===== config.mk =====
export PLATFORM = sky130hd
export DESIGN_NAME = alu_r1
export DESIGN_NICKNAME = d
export VERILOG_FILES = /design/src/rtl/alu_r1.sv
export SDC_FILE = /design/constraint.sdc
export NUM_CORES = 1
export LEC_CHECK = 0
export BUFFER_PORTS_ARGS = -buffer_cell sky130_fd_sc_hd__buf_2
export CAP_MARGIN = 20
export CELL_PAD_IN_SITES_DETAIL_PLACEMENT = 0
export CELL_PAD_IN_SITES_GLOBAL_PLACEMENT = 1
export CORE_AREA = 2 2 323 325
export DETAILED_ROUTE_END_ITERATION = 6
export DIE_AREA = 0 0 325 327
export PLACE_DENSITY = 0.57
export SLEW_MARGIN = 5
export SYNTH_ARGS = -nofsm -noshare
export SYNTH_HDL_FRONTEND = slang
export SYNTH_SLANG_ARGS = --single-unit
export TNS_END_PERCENT = 30

===== constraint.sdc =====
create_clock -name clk -period 10.4 [get_ports clk]
set_input_delay 2.08 -clock clk [delete_from_list [all_inputs] [get_ports clk]]
set_output_delay 2.08 -clock clk [all_outputs]
set_load 0.05 [all_outputs]

===== src/rtl/alu_r1.sv =====
// alu_r1: execute-stage ALU with single-cycle R-type ops and an iterative mult/div unit owning hi/lo.
// Define ALU_R1_DIV_EN to compile in the restoring divider (DIV/DIVU); without it only MULT/MULTU start the unit.
module alu_r1 #(
    parameter int DATA_WIDTH   = 32,
    parameter int CTRL_WIDTH   = 6,
    parameter int STATUS_WIDTH = 4,
    parameter int SHAMT_WIDTH  = 5,
    parameter int OUT_REG      = 0
) (
    input  logic                      clk,
    input  logic                      rst,
    input  logic [2*DATA_WIDTH-1:0]   dataIn,
    input  logic                      valid,
    input  logic [CTRL_WIDTH-1:0]     ctrl,
    input  logic [SHAMT_WIDTH-1:0]    shamt,
    output logic [DATA_WIDTH-1:0]     dataOut,
    output logic [STATUS_WIDTH-1:0]   status,
    output logic                      busy,
    output logic                      done
);

    // state | meaning
    // IDLE  | unit free, hi/lo stable, waiting for MULT/MULTU/DIV/DIVU
    // RUN   | one multiply or quotient bit per cycle, cnt counts down to 0
    // FIX   | sign correction, hi/lo write, done pulse follows

    localparam int W     = DATA_WIDTH;
    localparam int LOG2W = $clog2(W);
    localparam int CNT_W = $clog2(W + 1);

    localparam logic [CTRL_WIDTH-1:0] F_SLL   = 'h00;
    localparam logic [CTRL_WIDTH-1:0] F_SRL   = 'h02;
    localparam logic [CTRL_WIDTH-1:0] F_SRA   = 'h03;
    localparam logic [CTRL_WIDTH-1:0] F_SLLV  = 'h04;
    localparam logic [CTRL_WIDTH-1:0] F_SRLV  = 'h05;
    localparam logic [CTRL_WIDTH-1:0] F_SRAV  = 'h07;
    localparam logic [CTRL_WIDTH-1:0] F_JR    = 'h08;
    localparam logic [CTRL_WIDTH-1:0] F_MFHI  = 'h10;
    localparam logic [CTRL_WIDTH-1:0] F_MTHI  = 'h11;
    localparam logic [CTRL_WIDTH-1:0] F_MFLO  = 'h12;
    localparam logic [CTRL_WIDTH-1:0] F_MTLO  = 'h13;
    localparam logic [CTRL_WIDTH-1:0] F_MULT  = 'h18;
    localparam logic [CTRL_WIDTH-1:0] F_MULTU = 'h19;
    localparam logic [CTRL_WIDTH-1:0] F_DIV   = 'h1A;
    localparam logic [CTRL_WIDTH-1:0] F_DIVU  = 'h1B;
    localparam logic [CTRL_WIDTH-1:0] F_ADD   = 'h20;
    localparam logic [CTRL_WIDTH-1:0] F_ADDU  = 'h21;
    localparam logic [CTRL_WIDTH-1:0] F_SUB   = 'h22;
    localparam logic [CTRL_WIDTH-1:0] F_SUBU  = 'h23;
    localparam logic [CTRL_WIDTH-1:0] F_AND   = 'h24;
    localparam logic [CTRL_WIDTH-1:0] F_OR    = 'h25;
    localparam logic [CTRL_WIDTH-1:0] F_XOR   = 'h26;
    localparam logic [CTRL_WIDTH-1:0] F_NOR   = 'h27;
    localparam logic [CTRL_WIDTH-1:0] F_SLT   = 'h2A;
    localparam logic [CTRL_WIDTH-1:0] F_SLTU  = 'h2B;

    typedef enum logic [1:0] {S_IDLE, S_RUN, S_FIX} state_t;

    state_t             state;
    logic [CNT_W-1:0]   cnt;
    logic [W-1:0]       hi, lo;
    logic [2*W-1:0]     acc;
    logic [W-1:0]       mcand;
    logic               neg_lo;

    logic [W-1:0]       op_a, op_b;
    logic [W:0]         add_ext, sub_ext;
    logic [LOG2W-1:0]   var_sh;
    logic [W-1:0]       res;
    logic               carry, ovf;
    logic [STATUS_WIDTH-1:0] st;

    assign op_a    = dataIn[W-1:0];
    assign op_b    = dataIn[2*W-1:W];
    assign add_ext = {1'b0, op_a} + {1'b0, op_b};
    assign sub_ext = {1'b0, op_a} - {1'b0, op_b};
    assign var_sh  = op_a[LOG2W-1:0];

    always_comb begin
        res   = '0;
        carry = 1'b0;
        ovf   = 1'b0;
        case (ctrl)
            F_SLL:  res = op_b << shamt;
            F_SRL:  res = op_b >> shamt;
            F_SRA:  res = $signed(op_b) >>> shamt;
            F_SLLV: res = op_b << var_sh;
            F_SRLV: res = op_b >> var_sh;
            F_SRAV: res = $signed(op_b) >>> var_sh;
            F_JR:   res = op_a;
            F_MFHI: res = hi;
            F_MFLO: res = lo;
            F_ADD, F_ADDU: begin
                res   = add_ext[W-1:0];
                carry = add_ext[W];
                ovf   = (op_a[W-1] == op_b[W-1]) && (add_ext[W-1] != op_a[W-1]);
            end
            F_SUB, F_SUBU: begin
                res   = sub_ext[W-1:0];
                carry = ~sub_ext[W];
                ovf   = (op_a[W-1] != op_b[W-1]) && (sub_ext[W-1] != op_a[W-1]);
            end
            F_AND:  res = op_a & op_b;
            F_OR:   res = op_a | op_b;
            F_XOR:  res = op_a ^ op_b;
            F_NOR:  res = ~(op_a | op_b);
            F_SLT:  res = {{(W-1){1'b0}}, ($signed(op_a) < $signed(op_b))};
            F_SLTU: res = {{(W-1){1'b0}}, (op_a < op_b)};
            default: res = '0;
        endcase
    end

    assign st = {carry, (res == '0), res[W-1], ovf};

    generate
        if (OUT_REG != 0) begin : g_oreg
            always_ff @(posedge clk or posedge rst) begin
                if (rst) begin
                    dataOut <= '0;
                    status  <= '0;
                end else begin
                    dataOut <= res;
                    status  <= st;
                end
            end
        end else begin : g_comb
            assign dataOut = res;
            assign status  = st;
        end
    endgenerate

    // Start decode and operand magnitudes; signed ops run unsigned and fix signs at FIX.
    logic is_mul_op, is_div_op, op_signed, start;
    logic [W-1:0] a_mag, b_mag;

    assign is_mul_op = (ctrl == F_MULT) || (ctrl == F_MULTU);
`ifdef ALU_R1_DIV_EN
    assign is_div_op = (ctrl == F_DIV) || (ctrl == F_DIVU);
`else
    assign is_div_op = 1'b0;
`endif
    assign op_signed = (ctrl == F_MULT) || (ctrl == F_DIV);
    assign start     = valid && !busy && (is_mul_op || is_div_op);
    assign a_mag     = (op_signed && op_a[W-1]) ? (~op_a + 1'b1) : op_a;
    assign b_mag     = (op_signed && op_b[W-1]) ? (~op_b + 1'b1) : op_b;

    logic [W:0]     mul_sum;
    logic [2*W-1:0] mul_next, prod_fix;

    assign mul_sum  = {1'b0, acc[2*W-1:W]} + ({1'b0, mcand} & {(W+1){acc[0]}});
    assign mul_next = {mul_sum, acc[W-1:1]};
    assign prod_fix = neg_lo ? (~acc + 1'b1) : acc;

`ifdef ALU_R1_DIV_EN
    logic           md_div, neg_hi, div_zero;
    logic [W-1:0]   dividend_raw;
    logic [W:0]     div_shift;
    logic [W+1:0]   div_diff;
    logic [2*W-1:0] div_next;
    logic [W-1:0]   quo_fix, rem_fix;

    // acc holds {remainder, dividend/quotient}; remainder never exceeds W bits for a nonzero divisor.
    assign div_shift = {acc[2*W-1:W], acc[W-1]};
    assign div_diff  = {1'b0, div_shift} - {2'b00, mcand};
    assign div_next  = div_diff[W+1] ? {div_shift[W-1:0], acc[W-2:0], 1'b0}
                                     : {div_diff[W-1:0],  acc[W-2:0], 1'b1};
    assign quo_fix   = neg_lo ? (~acc[W-1:0] + 1'b1) : acc[W-1:0];
    assign rem_fix   = neg_hi ? (~acc[2*W-1:W] + 1'b1) : acc[2*W-1:W];
`endif

    always_ff @(posedge clk or posedge rst) begin
        if (rst) begin
            state  <= S_IDLE;
            cnt    <= '0;
            busy   <= 1'b0;
            done   <= 1'b0;
            hi     <= '0;
            lo     <= '0;
            acc    <= '0;
            mcand  <= '0;
            neg_lo <= 1'b0;
`ifdef ALU_R1_DIV_EN
            md_div       <= 1'b0;
            neg_hi       <= 1'b0;
            div_zero     <= 1'b0;
            dividend_raw <= '0;
`endif
        end else begin
            done <= 1'b0;
            if (valid && !busy && ctrl == F_MTHI) hi <= op_a;
            if (valid && !busy && ctrl == F_MTLO) lo <= op_a;
            case (state)
                S_IDLE: begin
                    if (start) begin
                        state  <= S_RUN;
                        cnt    <= CNT_W'(W);
                        busy   <= 1'b1;
                        acc    <= {{W{1'b0}}, a_mag};
                        mcand  <= b_mag;
                        neg_lo <= op_signed && (op_a[W-1] ^ op_b[W-1]);
`ifdef ALU_R1_DIV_EN
                        md_div       <= is_div_op;
                        neg_hi       <= op_signed && op_a[W-1];
                        div_zero     <= (op_b == '0);
                        dividend_raw <= op_a;
`endif
                    end
                end
                S_RUN: begin
`ifdef ALU_R1_DIV_EN
                    acc <= md_div ? div_next : mul_next;
`else
                    acc <= mul_next;
`endif
                    cnt <= cnt - CNT_W'(1);
                    if (cnt == CNT_W'(1)) state <= S_FIX;
                end
                S_FIX: begin
`ifdef ALU_R1_DIV_EN
                    if (md_div) begin
                        hi <= div_zero ? dividend_raw : rem_fix;
                        lo <= div_zero ? {W{1'b1}} : quo_fix;
                    end else begin
                        hi <= prod_fix[2*W-1:W];
                        lo <= prod_fix[W-1:0];
                    end
`else
                    hi <= prod_fix[2*W-1:W];
                    lo <= prod_fix[W-1:0];
`endif
                    state <= S_IDLE;
                    busy  <= 1'b0;
                    done  <= 1'b1;
                end
                default: state <= S_IDLE;
            endcase
        end
    end

endmodule


==> results_dict.tcl <==
set metrics [dict create \
    status "complete, no violations" \
    die_w_um 325 \
    crit_path_cell_trace "buf_2 > buf_4 > nor4b_4 > nand3_2 > nand2_4 > mux2i_1 > mux2i_1 > mux2i_1 > o21ai_0 > or4_1 > or4b_1 > nor4_1 > nand4_1 > or4_1 > nor4_2 > buf_2" \
    cts_tree "built" \
    reg2reg_from "acc[14]" \
    port-buffer-count 115 \
    max_cap_viol_count 0 \
    fin_skew_ns 0.01627 \
    syn_inst 3215 \
    p_leak_nw 10.79 \
    synth_nets 3445 \
    holdCritStartpoint "mcand[15]" \
    grt_overflow_total 0 \
    final_nets 3478 \
    critPathKind "in2out" \
    relSlewSlack 0.2894 \
    critPathSlowestCell "nor4b_4" \
    via_per_inst 5.829 \
    postCtsSetupRepairBufs 0 \
    synth_top_area_frac 0.1825 \
    drtIter0Drc 3205 \
    ant_nets 0 \
    layout_min_cycle_time_ns 10.19 \
    cp_common_cell "mux2i_1" \
    finalHoldViolations 0 \
    area.growth.synth_to_final_pct 13.33 \
    numClockSinks 171 \
    antenna_found_initial 13 \
    path_buf_inv 3 \
    synth_warnings 0 \
    yosysUniqueCellTypes 95 \
    firstDrtPassIters 6 \
    ys_top_cells_by_area "dfrtp_1 (18%), ha_1 (7.9%), o21ai_0 (6.5%)" \
    num_vias 27076 \
    cp_max_fo 28 \
    slew_violations 0 \
    critical_path.top_delay_family "simple AND/OR/NAND/NOR gates" \
    cp.arrival_ns 8.11 \
    syn_area_per_cell_um2 7.295 \
    grt_pass1_wl_um 192200 \
    pin_count 116 \
    grt_pass1_vias 25300 \
    cts-root-buf "clkbuf_16" \
    dieArea_um2 106300 \
    totalWireLength_um 135500 \
    start_kind "input pin" \
    max_freq_mhz 98.09 \
    vdd_drop_max_mv 0.1300 \
    ys_ff_latch 171 \
    finalCritPeriodShare 0.9803 \
    synthArstFlopShare 1.000 \
    setup_viol 0 \
    yosysSeqAreaShare 0.1825 \
    max_stage_delay_ns 0.67 \
    core_area_um2 102900 \
    cts_buffers 17 \
    fill_cells 11533 \
    required_ns 8.32 \
    worstSkewPairLatency_ns 0.46 \
    htree_levels 4 \
    gp_congestion 1.003 \
    post-place-ws_ns 0.4388 \
    dp.final_hpwl_um 107300 \
    start_util 0.2279 \
    setup_tns_ns 0 \
    endpoint_kind "output pin" \
    cellPowerDensity_nw_per_um2 126.0 \
    synth_edf_count 0 \
    drc 0 \
    synth_top_cell_by_area "dfrtp_1" \
    grt_start_max_net_pins 115 \
    fin_ws_ns 0.2052 \
    crit_start "ctrl[3]" \
    cts.clk_slew.worst_paths_ns 0.07 \
    min_path_type "reg2reg" \
    synthFlopType "dfrtp_1" \
    grt_use_total 0.2454 \
    syn_area_um2 23450 \
    fp.dieH_um 327 \
    cts.path.max_buffers 2 \
    row_count 118 \
    rsz0062_at_grt "false" \
    post_drt_wl_per_cell_um 29.18 \
    drive_above_1_share 0.1138 \
    tightest_slew_ns 1.055 \
]
## logic make-up (layout without fill, tap and decap cells)
logic type | after synthesis | count (layout) | synth area share
and+or+nand+nor | 1027 | 1027 | 0.2115
other | 0 | 4 | 0
muxes | 154 | 154 | 0.07325
buffers and inverters | 373 | 419 | 0.06311
adders and majority gates | 152 | 152 | 0.08205
DFF | 171 | 171 | 0.1825
AOI/OAI and AO/OA | 1155 | 1155 | 0.3193
xor gates and xnor gates | 183 | 183 | 0.06834
## path summary, 6_finish.rpt
kind | endpoint | slack (ns) | cells past startpoint
max | status[2] | 0.21 | 16
min | mcand[15] | 0.47 | 2
max reg2reg | hi[25] | 5.15 | 13
min reg2reg | mcand[15] | 0.47 | 2
max in group asynchronous | hi[24] | 7.18 | 3
min in group asynchronous | acc[38] | 1.78 | 2
## metrics by stage
step / utilization / total power [mW] / hold WS [ns] / instance area (um^2) / cells
after floorplan: - / 2.064 / 0.4409 / 23450 / 3215
after global placement: 0.2521 / 2.673 / 0.4565 / 25950 / 4607
after detailed placement: 0.2521 / 2.672 / 0.4645 / 25950 / 4607
after CTS: 0.2578 / 3.331 / 0.4807 / 26530 / 4639
after global routing: 0.2582 / 3.555 / 0.5087 / 26570 / 4641
final: 0.2583 / 3.348 / 0.4741 / 26580 / 4645
## layer usage
| metal | vias to the layer above | part of all wire | track usage | wire length, um |
|---|---|---|---|---|
| li1 | 11984 | - | - | - |
| met1 | 13293 | 0.44 | 0.3457 | 60260 |
| met2 | 1501 | 0.42 | 0.3607 | 56390 |
| met3 | 282 | 0.085 | 0.04638 | 11590 |
| met4 | 16 | 0.053 | 0.1108 | 7213 |
| met5 | - | 0.00066 | 0 | 89 |
## repair_timing
item | 4_1_cts | 5_1_grt
setup endpoints to repair | 0 | 1
gates resized for setup | 0 | 1
hold buffers | 0 | 0
## cell usage in the layout (no fill, tap or decap), types with 13 or more instances in the layout
cell       count
or3_1         31
o211ai_1      38
o31ai_1       47
ha_1         149
nand2_1      350
dfrtp_1      170
a211oi_1      67
clkbuf_16     17
and2_1        58
or4_1         15
a31oi_1       37
nand4_1       16
inv_1        127
and3_1        23
a21oi_1      254
mux2i_1      132
o21a_1        15
mux4_2        13
a21o_1        36
xor2_1        20
buf_2        114
nand3_1       94
o41ai_1       16
nand2b_1      41
nor3_1        85
o22ai_1       31
nor2_1       200
a22oi_1      104
a221oi_1      20
a311oi_1      14
nor4_1        31
buf_4        138
xnor2_1      163
or2_2         13
o21ai_0      306
## layout make-up
| class | count | area, um^2 | area share |
|---|---|---|---|
| timing repair buffer | 257 | 1702 | 0.06402 |
| clock buffer | 17 | 425.4 | 0.01601 |
| clock inverter | 15 | 153.9 | 0.005790 |
| antenna | 4 | 10.01 | 0.0003766 |
| multi-input combinational | 2671 | 17780 | 0.6691 |
| sequential | 171 | 4280 | 0.1610 |
| inverter | 130 | 496.7 | 0.01869 |
| tap | 1380 | 1727 | 0.06497 |
## worst register-to-register path, delay by kind of cell (launching register included)
family / cells / cell delay (ns)
AOI/OAI and AO/OA: 2 / 0.45
DFF: 1 / 0.47
xor gates and xnor gates: 1 / 0.18
and+or+nand+nor: 10 / 4.09
## state kept, by name, summed over array words and instances, names as in the netlist
| name | flops |
|---|---|
| acc | 64 |
| busy | 1 |
| cnt | 6 |
| done | 1 |
| hi | 32 |
| lo | 32 |
| mcand | 32 |
| neg_lo | 1 |
| state | 2 |
## Yosys cell counts, types with 36 or more instances
| cell | count |
|---|---|
| dfrtp_1 | 171 |
| ha_1 | 149 |
| and2_1 | 58 |
| clkbuf_1 | 183 |
| nand3_1 | 95 |
| a211oi_1 | 67 |
| o211ai_1 | 38 |
| a21o_1 | 36 |
| nor3_1 | 86 |
| a22oi_1 | 104 |
| xnor2_1 | 163 |
| nand2b_1 | 41 |
| o31ai_1 | 47 |
| inv_1 | 129 |
| nor2_1 | 204 |
| nand2_1 | 351 |
| a31oi_1 | 37 |
| mux2i_1 | 132 |
| a21oi_1 | 255 |
| nor4_1 | 36 |
| o21ai_0 | 306 |
## report_power, final
group | total (mW) | switching, mW | internal, mW
registers | 1.09 | 0.237 | 0.854
logic | 1.61 | 1.05 | 0.558
clock network | 0.649 | 0.329 | 0.321
(Power assumes the default switching activity.)
